<file path="config.mk">
export PLATFORM = sky130hd
export DESIGN_NAME = alu_arbiter
export DESIGN_NICKNAME = d
export VERILOG_FILES = /design/src/rtl/alu_pkg.sv /design/src/rtl/rr_arb2.sv /design/src/rtl/alu_arbiter.sv
export SDC_FILE = /design/constraint.sdc
export NUM_CORES = 1
export LEC_CHECK = 0
export CELL_PAD_IN_SITES_DETAIL_PLACEMENT = 0
export CELL_PAD_IN_SITES_GLOBAL_PLACEMENT = 1
export CORE_ASPECT_RATIO = 1.1
export CORE_UTILIZATION = 28
export CTS_CLUSTER_DIAMETER = 60
export DETAILED_ROUTE_END_ITERATION = 12
export PLACE_DENSITY = 0.86
export SETUP_SLACK_MARGIN = 0.1
export SYNTH_ARGS = -nofsm -noshare
export SYNTH_HDL_FRONTEND = slang
export SYNTH_SLANG_ARGS = --single-unit
</file>
<file path="constraint.sdc">
create_clock -name clk -period 2.3 [get_ports clk]
set_input_delay 0.23 -clock clk [delete_from_list [all_inputs] [get_ports clk]]
set_output_delay 0.23 -clock clk [all_outputs]
set_load 0.03 [all_outputs]
</file>
<file path="src/rtl/alu_pkg.sv">
// Shared definitions for the ALU arbiter.
// Contents: ALU op-code constants, the op-code legality check and the
// arbiter FSM state encoding. Imported by alu_arbiter.
package alu_pkg;

    localparam logic [3:0] ALU_AND = 4'b0000;
    localparam logic [3:0] ALU_OR  = 4'b0001;
    localparam logic [3:0] ALU_ADD = 4'b0010;
    localparam logic [3:0] ALU_SUB = 4'b0100;
    localparam logic [3:0] ALU_SLT = 4'b1000;

    typedef enum logic [1:0] {
        ST_IDLE = 2'd0,
        ST_EXEC = 2'd1,
        ST_RESP = 2'd2
    } state_t;

    function automatic logic is_legal_op(input logic [3:0] op);
        case (op)
            ALU_AND, ALU_OR, ALU_ADD, ALU_SUB, ALU_SLT: return 1'b1;
            default:                                    return 1'b0;
        endcase
    endfunction

endpackage

</file>
<file path="src/rtl/rr_arb2.sv">
// Two-way combinational arbiter.
// Ports:
//   req        in  2  request bits (bit 0 = requester 0)
//   last_owner in  1  requester that completed the previous op
//   fixed_prio in  1  1 = requester 0 wins every tie
//   grant      out 2  one-hot grant, all zero when nothing requests
module rr_arb2 (
    input  logic [1:0] req,
    input  logic       last_owner,
    input  logic       fixed_prio,
    output logic [1:0] grant
);

    always_comb begin
        grant = req;
        // On a tie the requester that did not go last wins, unless fixed.
        if (req == 2'b11) begin
            if (fixed_prio || last_owner) grant = 2'b01;
            else                          grant = 2'b10;
        end
    end

endmodule

</file>
<file path="src/rtl/alu_arbiter.sv">
// Shares one external combinational ALU between two requesters.
// One op in flight at a time: IDLE (arbitrate/accept) -> EXEC (drive ALU,
// capture result) -> RESP (hold response until the owner takes it).
// Ports:
//   clk, rst_n                   clock, async active-low reset
//   reqN_valid/ready/a/b/op      request handshake and operands, N = 0/1
//   rspN_valid/ready/result/zero/err  response handshake and payload
//   alu_a, alu_b, alu_cntrl      operands/control to the external ALU
//   alu_result, alu_zero         external ALU outputs
// Optional (macro ALU_ARB_STATS_EN): stat_ops0/stat_ops1 (16b) count
// completed responses per requester, stat_err (8b) counts error responses.
module alu_arbiter
    import alu_pkg::*;
#(
    parameter int DATA_W     = 32,
    parameter int FIXED_PRIO = 0
) (
    input  logic              clk,
    input  logic              rst_n,
    input  logic              req0_valid,
    output logic              req0_ready,
    input  logic [DATA_W-1:0] req0_a,
    input  logic [DATA_W-1:0] req0_b,
    input  logic [3:0]        req0_op,
    input  logic              req1_valid,
    output logic              req1_ready,
    input  logic [DATA_W-1:0] req1_a,
    input  logic [DATA_W-1:0] req1_b,
    input  logic [3:0]        req1_op,
    output logic              rsp0_valid,
    input  logic              rsp0_ready,
    output logic [DATA_W-1:0] rsp0_result,
    output logic              rsp0_zero,
    output logic              rsp0_err,
    output logic              rsp1_valid,
    input  logic              rsp1_ready,
    output logic [DATA_W-1:0] rsp1_result,
    output logic              rsp1_zero,
    output logic              rsp1_err,
    output logic [DATA_W-1:0] alu_a,
    output logic [DATA_W-1:0] alu_b,
    output logic [3:0]        alu_cntrl,
    input  logic [DATA_W-1:0] alu_result,
    input  logic              alu_zero
`ifdef ALU_ARB_STATS_EN
    ,
    output logic [15:0]       stat_ops0,
    output logic [15:0]       stat_ops1,
    output logic [7:0]        stat_err
`endif
);

    state_t            state, state_nxt;
    logic [1:0]        grant;
    logic              owner, last_owner;
    logic [DATA_W-1:0] a_q, b_q, res_q;
    logic [3:0]        op_q;
    logic              zero_q, err_q;
    logic              accept, rsp_done, op_legal;

    rr_arb2 u_arb (
        .req        ({req1_valid, req0_valid}),
        .last_owner (last_owner),
        .fixed_prio (FIXED_PRIO != 0),
        .grant      (grant)
    );

    assign op_legal = is_legal_op(op_q);
    assign accept   = (state == ST_IDLE) && (grant != 2'b00);
    assign rsp_done = (state == ST_RESP) && (owner ? rsp1_ready : rsp0_ready);

    // ALU sees the latched operands at all times; an illegal code is
    // replaced by AND so the ALU never receives an undefined control.
    assign alu_a     = a_q;
    assign alu_b     = b_q;
    assign alu_cntrl = op_legal ? op_q : ALU_AND;

    assign rsp0_result = res_q;
    assign rsp1_result = res_q;
    assign rsp0_zero   = zero_q;
    assign rsp1_zero   = zero_q;
    assign rsp0_err    = rsp0_valid && err_q;
    assign rsp1_err    = rsp1_valid && err_q;

    always_comb begin
        state_nxt  = state;
        req0_ready = 1'b0;
        req1_ready = 1'b0;
        rsp0_valid = 1'b0;
        rsp1_valid = 1'b0;
        case (state)
            ST_IDLE: begin
                req0_ready = grant[0];
                req1_ready = grant[1];
                if (grant != 2'b00) state_nxt = ST_EXEC;
            end
            ST_EXEC: state_nxt = ST_RESP;
            ST_RESP: begin
                rsp0_valid = !owner;
                rsp1_valid = owner;
                if (rsp_done) state_nxt = ST_IDLE;
            end
            default: state_nxt = ST_IDLE;
        endcase
    end

    always_ff @(posedge clk or negedge rst_n) begin
        if (!rst_n) begin
            state      <= ST_IDLE;
            owner      <= 1'b0;
            last_owner <= 1'b1;   // req0 wins the first tie
            a_q        <= '0;
            b_q        <= '0;
            op_q       <= ALU_AND;
            res_q      <= '0;
            zero_q     <= 1'b0;
            err_q      <= 1'b0;
        end else begin
            state <= state_nxt;
            if (accept) begin
                owner <= grant[1];
                a_q   <= grant[1] ? req1_a  : req0_a;
                b_q   <= grant[1] ? req1_b  : req0_b;
                op_q  <= grant[1] ? req1_op : req0_op;
            end
            if (state == ST_EXEC) begin
                res_q  <= op_legal ? alu_result : '0;
                zero_q <= op_legal && alu_zero;
                err_q  <= !op_legal;
            end
            if (rsp_done) last_owner <= owner;
        end
    end

`ifdef ALU_ARB_STATS_EN
    always_ff @(posedge clk or negedge rst_n) begin
        if (!rst_n) begin
            stat_ops0 <= '0;
            stat_ops1 <= '0;
            stat_err  <= '0;
        end else if (rsp_done) begin
            if (owner) stat_ops1 <= stat_ops1 + 16'd1;
            else       stat_ops0 <= stat_ops0 + 16'd1;
            if (err_q) stat_err <= stat_err + 8'd1;
        end
    end
`endif

endmodule

</file>
==> reports/summary.txt, run 1 <==
Run status -> finished, final reports clean
Startpoint types -> flop
Num rows -> 52
Gr usage total -> 15.9%
Global routing's busiest layer -> met2
GR Util met1 -> 18.6%
Max Fanout on Critical Path -> 6
Register area share after synthesis -> 50.5%
Initial core utilization -> 28.5%
Share of layout cells above drive strength 1 -> 23.5%
Min Tclk post-route -> 2100 ps
Buf/Inv on CP -> 1
RSZ-0062 raised after global routing -> false
CTS H-tree lvls -> 3
Antenna cells -> 0
RD Place Congestion -> 0.790
Worst path max stage delay -> 700 ps
Mapped Avg Cell Area -> 12.1 um2
Clock-pin slew on the worst setup and hold paths -> 70 ps
Worst rel slew slack -> 70.7%
Synth top area share -> 50.0%
Post-Synthesis Cells -> 433
Root buffer cell -> clkbuf_16
Slowest cell on crit path -> clkdlybuf4s50_1
DP Area -> 8490 um2
Critical path arrival -> 1870 ps
P&R area growth vs syn -> 67.9%
Worst-Margin Slew -> 440 ps
Num CTS Buffers -> 9
Critical-path cell list -> nor2b_1 -> and3_1 -> clkdlybuf4s50_1
DIE AREA -> 19300 um2
Syn_nets -> 608
Io pins -> 315
Setup Fix Bufs, Post-CTS -> 0
Setup TNS -> 0 ps
DR vias -> 4216
Via/cell ratio -> 4.39
Synth area leader -> dfrtp_1
Final Max Slew Viols -> 0
Detailed placement HPWL -> 11.3 mm
Pleak -> 3.66 nW
Min-delay worst type -> in -> async
# nets final -> 889
Chip height -> 146 um
Fillers -> 1714
Top-count cell post-synth -> mux2_2
Total gr overflow -> 0
Met2 Use GR -> 26.7%
Skew-Pair Late Insertion Delay -> 350 ps
Worst vdd ir -> 701 uV
Drt first pass iters -> 7
Cell area after synthesis -> 5250 um2
Routed wire length -> 15.0 mm
Die X -> 133 um
Async set or reset register ratio after synthesis -> 100%
Initial antenna violation count -> 0
Sinks on Clock Net -> 106
Synth top cells by count -> mux2_2, dfrtp_1, nand2_1
Pin count of the biggest net entering global routing -> 58
PD cells -> 1390 nW/um2
Drt drc -> 0
Max Fclk -> 477 MHz
Synth Flop Type -> dfrtp_1
CTS tree -> done
WL/cell -> 15.6 um
Core area -> 18400 um2
Fin crit share -> 91.2%
Antenna viol nets, final -> 0
Synthesized flop and latch total -> 106
Final Hold Fails -> 0
Post-synth cell types -> 26
Synth top area cells -> dfrtp_1, mux2_2, mux2_4
Worst Setup End Kind -> output port
Input/output buffers -> 314
WP data required -> 2070 ps
# Max-Cap Violations -> 0
Detailed Route Iter0 Violations -> 107
Post-synth EDFFs -> 0
Crit Path Category -> reg -> out
Post-route cell area -> 8820 um2
Met3 Usage GRT -> 4.67%
Max clock buf depth -> 2
Crit-path leading delay family -> buffers and inverters
Synth warn -> 0
Vias in the first global route -> 4356
Final setup viols -> 0
First-pass GRT wire length -> 23.8 mm
Final Skew -> 9.37 ps
==> routing by layer <==
metal	vias to the layer above	wire (um)
met5	-	0
met1	2008	5970
met3	27	1040
li1	2016	-
met2	165	7550
met4	0	440
==> cell usage in the layout, fill, tap and decap left out, drive strengths merged, types with 5 or more instances in the layout <==
| master | Yosys | final |
|---|---|---|
| clkbuf | 7 | 11 |
| o21ai | 5 | 5 |
| mux2 | 136 | 136 |
| dfrtp | 105 | 105 |
| a21oi | 35 | 35 |
| clkdlybuf4s50 | 0 | 307 |
| buf | 52 | 15 |
| nand2 | 67 | 67 |
==> state kept, by name, indices dropped and copies added (netlist names) <==
register,cells
state,2
op_q,4
alu_a,32
rsp0_zero,1
last_owner,1
rsp0_result,32
alu_b,32
err_q,1
owner,1
==> final cells by class <==
class	count	area, um2	share of cell area (%)
clock buffer	11	233	2.64
clock inverter	4	77.6	0.880
inverter	3	11.3	0.128
multi-input combinational	265	2220	25.1
sequential	106	2650	30.1
tap	243	304	3.45
timing repair buffer	329	3320	37.7
==> power breakdown <==
| group | switching [W] | internal, W | leakage, nW | total (W) |
|---|---|---|---|---|
| registers | 0.000573 | 0.00278 | 1.28 | 0.00335 |
| logic | 0.00387 | 0.00341 | 2.23 | 0.00728 |
| clock network | 0.000687 | 0.000954 | 0.150 | 0.00164 |
| total | 0.00513 | 0.00714 | 3.66 | 0.0123 |
==> worst paths after layout <==
check	startpoint	endpoint	slack (ps)	cells after the start
worst max-delay path	state[1]	rsp1_err	200	3
worst max register to register	last_owner	op_q[0]	480	4
worst min register to register	err_q	err_q	500	1
max in group asynchronous	rst_n	alu_a[25]	1260	3
min in group clk	alu_result[27]	rsp0_result[27]	420	3
worst min-delay path	rst_n	alu_b[20]	370	2
==> what timing repair did <==
| item | CTS | global route |
|---|---|---|
| resized for setup | 3 | 3 |
| hold endpoints to repair | 30 | 0 |
| setup endpoints to repair | 3 | 3 |
| hold buffers | 1 | 0 |
==> kinds of logic after synthesis <==
logic type      Yosys count  share of synthesized area (%)
mux                     136                           30.4
compound gates           43                           4.29
buf+inv                  62                           7.62
flops                   106                           50.5
simple gates             86                           7.12
==> per-stage QoR <==
stage	cells	utilization (%)	hold slack, ps	setup WS, ps	total power (W)
finish	961	47.9	367	203	0.0123
global route	961	47.9	382	122	0.0130
CTS	961	47.8	371	114	0.0125
detailed placement	945	46.1	203	106	0.0108
global placement	945	46.1	208	97.0	0.0107
floorplan	433	-	-65.6	475	0.00788
Power figures use the tool's default switching activity.
==> inputs of run 2 (changes only) <==
--- a/config.mk
+++ b/config.mk
@@ -10,9 +10,11 @@
 export CORE_ASPECT_RATIO = 1.1
 export CORE_UTILIZATION = 28
 export CTS_CLUSTER_DIAMETER = 60
+export CTS_CLUSTER_SIZE = 14
 export DETAILED_ROUTE_END_ITERATION = 12
 export PLACE_DENSITY = 0.86
 export SETUP_SLACK_MARGIN = 0.1
+export SLEW_MARGIN = 15
 export SYNTH_ARGS = -nofsm -noshare
 export SYNTH_HDL_FRONTEND = slang
 export SYNTH_SLANG_ARGS = --single-unit
==> results of run 2 <==
No change in the layout: final DEF, timing and power equal those of run 1.
